$ cat src/rtl/fft_ring_pkg.sv
// Shared types for the FFT ring node: message format, arbiter states and
// the helper that maps an ODST message's fft_pt onto a ring node index.
package fft_ring_pkg;

  typedef enum logic [0:0] {
    ODST  = 1'b0,
    MDEST = 1'b1
  } te_fft_ring_msg_type;

  typedef enum logic [0:0] {
    RING_PRI = 1'b0,
    INJ_TURN = 1'b1
  } te_fft_ring_arb_state;

  typedef struct packed {
    te_fft_ring_msg_type msg_type;
    logic [7:0]          src_node_id;
    logic [15:0]         fft_pt;
    logic [31:0]         payload;
  } ts_fft_ring_msg;

  // num_nodes is a power of two, so masking keeps the low log2(num_nodes) bits
  function automatic logic [15:0] odst_dest(input logic [15:0] fft_pt,
                                            input int          num_nodes);
    return fft_pt & 16'(num_nodes - 1);
  endfunction

endpackage

$ cat src/rtl/fft_ring_oreg.sv
// One-entry ready/valid output register; accepts a new message when empty
// or when the current one drains in the same cycle.
module fft_ring_oreg
  import fft_ring_pkg::*;
(
  input  logic           clk,
  input  logic           rst_n,
  input  logic           load,
  input  ts_fft_ring_msg din,
  output logic           can_load,
  output logic           valid,
  input  logic           ready,
  output ts_fft_ring_msg msg
);

  assign can_load = !valid || ready;

  // msg only changes on load, so it holds steady while valid && !ready
  always_ff @(posedge clk or negedge rst_n) begin
    if (!rst_n) begin
      valid <= 1'b0;
      msg   <= '0;
    end else if (load) begin
      valid <= 1'b1;
      msg   <= din;
    end else if (ready) begin
      valid <= 1'b0;
    end
  end

endmodule

$ cat src/rtl/fft_ring_node_sched.sv
// FFT ring node: classifies upstream ring traffic into absorb/eject/forward,
// arbitrates ring forwarding against local injection with a starvation bound.
module fft_ring_node_sched
  import fft_ring_pkg::*;
#(
  parameter int NODE_ID      = 0,
  parameter int NUM_NODES    = 4,
  parameter int STARVE_MAX   = 3,
  parameter int MAX_INFLIGHT = 2
) (
  input  logic                              clk,
  input  logic                              rst_n,
  input  logic                              ring_in_valid,
  output logic                              ring_in_ready,
  input  ts_fft_ring_msg                    ring_in_msg,
  output logic                              ring_out_valid,
  input  logic                              ring_out_ready,
  output ts_fft_ring_msg                    ring_out_msg,
  input  logic                              inj_valid,
  output logic                              inj_ready,
  input  ts_fft_ring_msg                    inj_msg,
  output logic                              ej_valid,
  input  logic                              ej_ready,
  output ts_fft_ring_msg                    ej_msg,
  output logic                              bcast_done,
  output logic [$clog2(MAX_INFLIGHT+1)-1:0] inflight_cnt
);

  localparam int IW = $clog2(MAX_INFLIGHT + 1);
  localparam int SW = $clog2(STARVE_MAX + 1);

  te_fft_ring_arb_state state;
  logic [SW-1:0]        starve_cnt;

  logic           in_mdest, in_own, in_for_me;
  logic           cls_a, cls_b, cls_c, cls_d;
  logic           rout_free, ej_free;
  logic           fwd_ready, fwd_xfer;
  logic           inj_eligible, inj_go;
  logic           absorb, inj_inc;
  logic           rout_load, ej_load;
  ts_fft_ring_msg rout_din;

  assign in_mdest  = (ring_in_msg.msg_type == MDEST);
  assign in_own    = (ring_in_msg.src_node_id == 8'(NODE_ID));
  assign in_for_me = (odst_dest(ring_in_msg.fft_pt, NUM_NODES) == 16'(NODE_ID));

  assign cls_a = in_mdest && in_own;
  assign cls_b = in_mdest && !in_own;
  assign cls_c = !in_mdest && in_for_me;
  assign cls_d = !in_mdest && !in_for_me;

  // Forwarding is only possible in RING_PRI; a broadcast copy also needs ej
  assign fwd_ready = (state == RING_PRI) && rout_free && (cls_d || (cls_b && ej_free));
  assign fwd_xfer  = ring_in_valid && fwd_ready;

  assign ring_in_ready = cls_a || (cls_c && ej_free) || fwd_ready;

  assign inj_eligible = inj_valid &&
                        !((inj_msg.msg_type == MDEST) && (inflight_cnt == IW'(MAX_INFLIGHT)));
  assign inj_go       = inj_eligible && rout_free && !fwd_xfer;
  assign inj_ready    = inj_go;

  assign absorb  = ring_in_valid && cls_a && (inflight_cnt != '0);
  assign inj_inc = inj_go && (inj_msg.msg_type == MDEST);

  assign rout_load = fwd_xfer || inj_go;
  assign rout_din  = fwd_xfer ? ring_in_msg : inj_msg;
  assign ej_load   = ring_in_valid && ring_in_ready && (cls_b || cls_c);

  fft_ring_oreg u_ring_out (
    .clk      (clk),
    .rst_n    (rst_n),
    .load     (rout_load),
    .din      (rout_din),
    .can_load (rout_free),
    .valid    (ring_out_valid),
    .ready    (ring_out_ready),
    .msg      (ring_out_msg)
  );

  fft_ring_oreg u_ej (
    .clk      (clk),
    .rst_n    (rst_n),
    .load     (ej_load),
    .din      (ring_in_msg),
    .can_load (ej_free),
    .valid    (ej_valid),
    .ready    (ej_ready),
    .msg      (ej_msg)
  );

  // Arbiter, starvation counter, inflight tracking and the bcast_done pulse
  always_ff @(posedge clk or negedge rst_n) begin
    if (!rst_n) begin
      state        <= RING_PRI;
      starve_cnt   <= '0;
      inflight_cnt <= '0;
      bcast_done   <= 1'b0;
    end else begin
      bcast_done <= absorb;

      if (inj_inc && !absorb) begin
        inflight_cnt <= inflight_cnt + 1'b1;
      end else if (!inj_inc && absorb) begin
        inflight_cnt <= inflight_cnt - 1'b1;
      end

      case (state)
        RING_PRI: begin
          if (fwd_xfer && inj_eligible) begin
            if (starve_cnt >= SW'(STARVE_MAX - 1)) begin
              state      <= INJ_TURN;
              starve_cnt <= SW'(STARVE_MAX);
            end else begin
              starve_cnt <= starve_cnt + 1'b1;
            end
          end else begin
            starve_cnt <= '0;
          end
        end
        INJ_TURN: begin
          if (inj_go || !inj_eligible) begin
            state      <= RING_PRI;
            starve_cnt <= '0;
          end
        end
        default: begin
          state      <= RING_PRI;
          starve_cnt <= '0;
        end
      endcase
    end
  end

endmodule

$ cat config.mk
export PLATFORM = sky130hd
export DESIGN_NAME = fft_ring_node_sched
export DESIGN_NICKNAME = d
export VERILOG_FILES = /design/src/rtl/fft_ring_pkg.sv /design/src/rtl/fft_ring_oreg.sv /design/src/rtl/fft_ring_node_sched.sv
export SDC_FILE = /design/constraint.sdc
export NUM_CORES = 1
export LEC_CHECK = 0
export CORE_MARGIN = 2
export CORE_UTILIZATION = 45
export CTS_CLUSTER_SIZE = 28
export DETAILED_ROUTE_END_ITERATION = 10
export PLACE_DENSITY = 0.84
export SETUP_SLACK_MARGIN = 0.05
export SYNTH_ARGS = -nofsm -noshare
export SYNTH_HDL_FRONTEND = slang
export SYNTH_SLANG_ARGS = --single-unit
$ cat constraint.sdc
create_clock -name clk -period 6.25 [get_ports clk]
set_input_delay 1.25 -clock clk [delete_from_list [all_inputs] [get_ports clk]]
set_output_delay 1.25 -clock clk [all_outputs]
set_load 0.03 [all_outputs]
# Word-level counts from Yosys, hierarchy flattened
# Cells that the tools add are included.
[op_classes]
add_sub_neg = 3
order_cmp = 1
n_eq_ne = 2
muxes = 15
bitwise = 1
reduce_logical = 45
[ops]
columns = ["cell", "n"]
rows = [
  ["2-to-1 mux 57 bit", 1],
  ["logical AND 1 bit", 21],
  ["logical NOT 16 bit", 1],
  ["logical NOT 1 bit", 10],
  ["2-to-1 mux 2 bit", 5],
  ["logical NOT 8 bit", 1],
  ["logical OR 1 bit", 8],
  ["nonzero test 2 bit", 4],
  ["2-to-1 mux 1 bit", 7],
  ["adder 2 x 1 -> 2 bit (second input constant)", 2],
  ["one-hot mux 2 bit (2 select lines)", 1],
  ["equality test 2 bit (second input constant)", 1],
  ["greater-or-equal comparator 2 bit (second input constant)", 1],
  ["!= test 2 x 1 -> 1 bit (second input constant)", 1],
  ["one-hot mux 1 bit (2 select lines)", 1],
  ["subtractor 2 x 1 -> 2 bit (second input constant)", 1],
  ["inverter 1 bit", 1],
]
[totals]
ff_bits = 122
out_inout_bits = 121

# Depth between registers and ports, before layout
[depth]
word_depth = 14
ltp_mapped = 10
depth_no_buf = 8

# Modules after synthesis
# From an unflattened synthesis, not the netlist that was laid out.
[unflattened]
hier_cells = 361
area_unflattened_um2 = 5587.9
[modules_own_cells]
columns = ["module", "instances", "cells_each", "area_per_inst_um2", "seq_area_each_um2"]
rows = [
  ["fft_ring_oreg", 2, 123, 2225.9, 1451.4],
  ["fft_ring_node_sched", 1, 115, 1136.1, 150.1],
]

# Worst setup path after synthesis
# Ideal clock, no wire load.
[synth_timing]
kind = "input to output"
start = "input ej_ready"
end = "output inj_ready"
arrival_ns = 2.650
required_time_ns = 5.000
path_slack_ns = 2.350
cell_stages = 6
path_buffers = 2
path_cell_list = "nand2b_2 -> and3_4 -> a41o_1 -> buf_2 -> clkbuf_1 -> nor2_1"
[synth_between]
elab_chain_cells = 7
[synth_rtl]
columns = ["element", "line", "rtl"]
rows = [
  ["start, declared", "fft_ring_node_sched.sv:23", "input logic ej_ready,"],
  ["logical OR 1 bit", "fft_ring_oreg.sv:16", "assign can_load = !valid || ready;"],
  ["logical AND 1 bit", "fft_ring_node_sched.sv:54", "assign fwd_ready = (state == RING_PRI) && rout_free && (cls_d || (cls_b && ej_free));"],
  ["logical OR 1 bit", "fft_ring_node_sched.sv:54", ""],
  ["logical AND 1 bit", "fft_ring_node_sched.sv:54", ""],
  ["logical AND 1 bit", "fft_ring_node_sched.sv:55", "assign fwd_xfer = ring_in_valid && fwd_ready;"],
  ["logical NOT 1 bit", "fft_ring_node_sched.sv:61", "assign inj_go = inj_eligible && rout_free && !fwd_xfer;"],
  ["logical AND 1 bit", "fft_ring_node_sched.sv:61", ""],
  ["end, declared", "fft_ring_node_sched.sv:20", "output logic inj_ready,"],
]
# No other way between the ends.

# Worst setup path in the final report
[layout_timing]
start = "input ring_in_msg[53] (netlist bit)"
end = "output inj_ready"
[layout_between]
elab_chain_cells = 9
[layout_rtl]
columns = ["element", "line", "rtl"]
rows = [
  ["start, declared", "fft_ring_node_sched.sv:15", "input ts_fft_ring_msg ring_in_msg,"],
  ["logical NOT 8 bit", "fft_ring_node_sched.sv:45", "assign in_own = (ring_in_msg.src_node_id == 8'(NODE_ID));"],
  ["logical NOT 1 bit", "fft_ring_node_sched.sv:49", "assign cls_b = in_mdest && !in_own;"],
  ["logical AND 1 bit", "fft_ring_node_sched.sv:49", ""],
  ["logical AND 1 bit", "fft_ring_node_sched.sv:54", ""],
  ["logical OR 1 bit", "fft_ring_node_sched.sv:54", ""],
  ["logical AND 1 bit", "fft_ring_node_sched.sv:54", ""],
  ["logical AND 1 bit", "fft_ring_node_sched.sv:55", ""],
  ["logical NOT 1 bit", "fft_ring_node_sched.sv:61", ""],
  ["logical AND 1 bit", "fft_ring_node_sched.sv:61", ""],
]
# No other way between the ends.

==> flow_metrics.env <==
export IMPL_wirelength_mm=15.0
export IMPL_final_setup_viol_count=0
export IMPL_cts_root_buffer="clkbuf_16"
export IMPL_routedWlPerCell_um=18.4
export IMPL_synth_top_family_by_area="multiplexers"
export IMPL_cts_hold_fix_buffers=0
export IMPL_yosys_area_share_simple_pct=7.22
export IMPL_cp_slowest_cell="clkdlybuf4s50_1"
export IMPL_end_kind="output port"
export IMPL_pre_cts_ws_ns=1.67
export IMPL_status="finished, final reports clean"
export IMPL_grtUsageMet3_pct=8.64
export IMPL_worstPathMaxFanout=3
export IMPL_crit_path_max_incr_delay_ns=0.72
export IMPL_synth_avg_cell_area_um2=12.5
export IMPL_met1_usage_pct=28.8
export IMPL_hp_class="reg -> reg"
export IMPL_grt_pass1_vias=4572
export IMPL_synth_top_cell_by_area="dfrtp_1"
export IMPL_nNetsFinal=782
export IMPL_hpwlAfterDp_mm=10.5
export IMPL_grt_pass1_wl_mm=24.1
export IMPL_fin_crit_ns=4.56
export IMPL_yosysSeqAreaShare_pct=57.7
export IMPL_cp_num_buf_inv=2
export IMPL_start_util_pct=46.1
export IMPL_synth_nets=545
export IMPL_grt_max_degree=117
export IMPL_synth_edf_count=0
export IMPL_post_layout_nonfiller_instances=816
export IMPL_layout_drive_gt1_share_pct=14.4
export IMPL_ys_top_cells_by_count="dfrtp_1 (122), nand2_1 (63), o21ai_0 (58)"
export IMPL_worstPathCellList="clkdlybuf4s50_1, nor4_2, nand2_1, a41o_2, nor2_1, clkdlybuf4s50_1"
export IMPL_min_period_over_period_pct=72.9
export IMPL_ys_warnings_count=0
export IMPL_ant_nets=0
export IMPL_port_buffer_count=240
export IMPL_drc_errors=0
export IMPL_globalRouteTotalUtil_pct=24.5
export IMPL_synth_top_area_share_pct=57.7
export IMPL_cts_sinks=122
export IMPL_first_pass_iters=4
export IMPL_tightest_slew_ns=1.05
export IMPL_timing_final_ws_setup_ns=1.69
export IMPL_cts_buffers=17
export IMPL_p_per_area_mw_per_mm2=417
export IMPL_synthFlopType="dfrtp_1"
export IMPL_cts_tree="built"
export IMPL_vias=4237
export IMPL_yosys_area_share_xor_xnor_pct=0.497
export IMPL_clk_latency_ns=0.40
export IMPL_syn2layout_area_growth_pct=57.5
export IMPL_cpMostUsedCell="clkdlybuf4s50_1"
export IMPL_hold_viol=0
export IMPL_syn_cell_area_mm2=0.00529
export IMPL_syn_instance_count=424
export IMPL_io_pins=241
export IMPL_clock_path_buffers=2
export IMPL_met2_usage_pct=40.7
export IMPL_via_per_inst=5.19
export IMPL_synthTopCellsByArea="dfrtp_1 (58%), mux2i_1 (11%), mux2_2 (8.1%), o21ai_0 (5.5%), mux2_4 (4.5%)"
export IMPL_place_inst=785
export IMPL_dieArea_mm2=0.0126
export IMPL_antenna_found_initial=0
export IMPL_synth_async_reset_ratio_pct=100
export IMPL_max_cap_violations=0
export IMPL_synth_compound_area_share_pct=7.93
export IMPL_diodes=0
export IMPL_fillCellCount=807
export IMPL_p_total_mw=3.48
export IMPL_crit_required_ns=5.00
export IMPL_p_leak_nw=3.73
export IMPL_grt_overflow_total=0
export IMPL_cp_arrival_ns=3.31
export IMPL_finalClockSkew_ns=0.00790
export IMPL_cts_setup_buffers=0
export IMPL_cts_resized=0
export IMPL_drtIter0Drc=221
export IMPL_clk_pin_slew_ns=0.05
export IMPL_synth_seq_cells=122
export IMPL_fin_hold_ws_ns=0.482
export IMPL_top_usage_layer="met2"
export IMPL_max_freq_ghz=0.219
export IMPL_die_width_um=112
export IMPL_yosysUniqueCellTypes=38
export IMPL_die_y_um=112
export IMPL_core_area_mm2=0.0115
export IMPL_finalMaxSlewViolations=0
export IMPL_gp_congestion=0.890
export IMPL_muxShareOfSynthArea_pct=23.2
export IMPL_synth_most_common_cell="dfrtp_1"
export IMPL_row_count=39
export IMPL_htreeDepth=4
export IMPL_setup_tns_ns=0
export IMPL_crit_type="in -> out"
export IMPL_critPathLaunchType="input pin"
export IMPL_crit_family="buffers and inverters"
export IMPL_peakVddDrop_mv=0.337
export IMPL_relSlewSlack_pct=30.0
export IMPL_synthAdderAreaFrac_pct=0.237
export IMPL_rsz0062_at_grt="false"
worst reg2reg max path, delay by kind of cell (launching register included):
family / cells / cell delay [ns]
and+or+nand+nor: 4 / 0.79
xor gates and xnor gates: 2 / 0.32
DFF: 1 / 0.41
buffers and inverters: 1 / 0.81
AOI/OAI and AO/OA: 1 / 0.18
adders and majority gates: 1 / 0.24
cells by family after synthesis:
| kind of cell | after synthesis |
|---|---|
| flops | 122 |
| mux | 110 |
| simple gates | 84 |
| compound gates | 73 |
| buf+inv | 31 |
| xor+xnor | 3 |
| fa+ha+maj | 1 |
registers in the layout (all words and copies together), names as in the netlist:
name              count
bcast_done            1
u_ring_out.msg       57
inflight_cnt          2
u_ring_out.valid      1
u_ej.msg             57
starve_cnt            2
u_ej.valid            1
state                 1
cell usage in the layout, fill, tap and decap left out, drive strengths merged, types with 4 or more instances in the layout:
| cell type | instances |
|---|---|
| dfrtp | 122 |
| clkbuf | 22 |
| clkdlybuf4s50 | 239 |
| clkinv | 7 |
| a21oi | 4 |
| buf | 5 |
| inv | 5 |
| mux2 | 54 |
| o21ai | 58 |
| mux2i | 56 |
| nor2 | 6 |
| nand2 | 63 |
stage by stage:
stage / cell area, um^2 / util [%]
after global routing: 8330 / 72.6
after CTS: 8330 / 72.6
after global placement: 7750 / 67.6
after floorplan: 5290 / -
final: 8330 / 72.6
after detailed placement: 7750 / 67.6
report_power, final:
group | internal, mW | total (mW) | switching (mW)
registers | 1.01 | 1.13 | 0.127
logic | 0.628 | 1.39 | 0.766
clock network | 0.621 | 0.947 | 0.326
layout make-up:
type	instances	area [um^2]	area share [%]
multi-input cells	271	2070	24.8
flip-flops and latches	122	3050	36.7
clock inverters	9	95.1	1.14
repair buffers	244	2430	29.2
well taps	143	179	2.15
inverters	5	18.8	0.225
clock buffers	22	484	5.81
final timing paths:
| path | depth (start not counted) | slack, ns | endpoint | from |
|---|---|---|---|---|
| setup / recovery | 6 | 1.69 | inj_ready | ring_in_msg[53] |
| hold / removal | 1 | 0.48 | u_ej.msg[56]$_DFFE_PN0P_ | u_ej.msg[56]$_DFFE_PN0P_ |
| setup reg to reg | 9 | 3.43 | inflight_cnt[1]$_DFFE_PN0P_ | u_ring_out.valid$_DFFE_PN0P_ |
| hold reg to reg | 1 | 0.48 | u_ej.msg[56]$_DFFE_PN0P_ | u_ej.msg[56]$_DFFE_PN0P_ |
| max in group asynchronous | 2 | 4.08 | u_ring_out.msg[24]$_DFFE_PN0P_ | rst_n |
| min in group asynchronous | 1 | 0.98 | u_ej.msg[29]$_DFFE_PN0P_ | rst_n |
layer usage:
layer  wire, um  vias to the layer above
met5          0                        -
met4        484                        0
met3       1210                       36
met2       7430                      194
met1       5850                     2055
li1           -                     1952
Power figures use the tool's default switching activity.
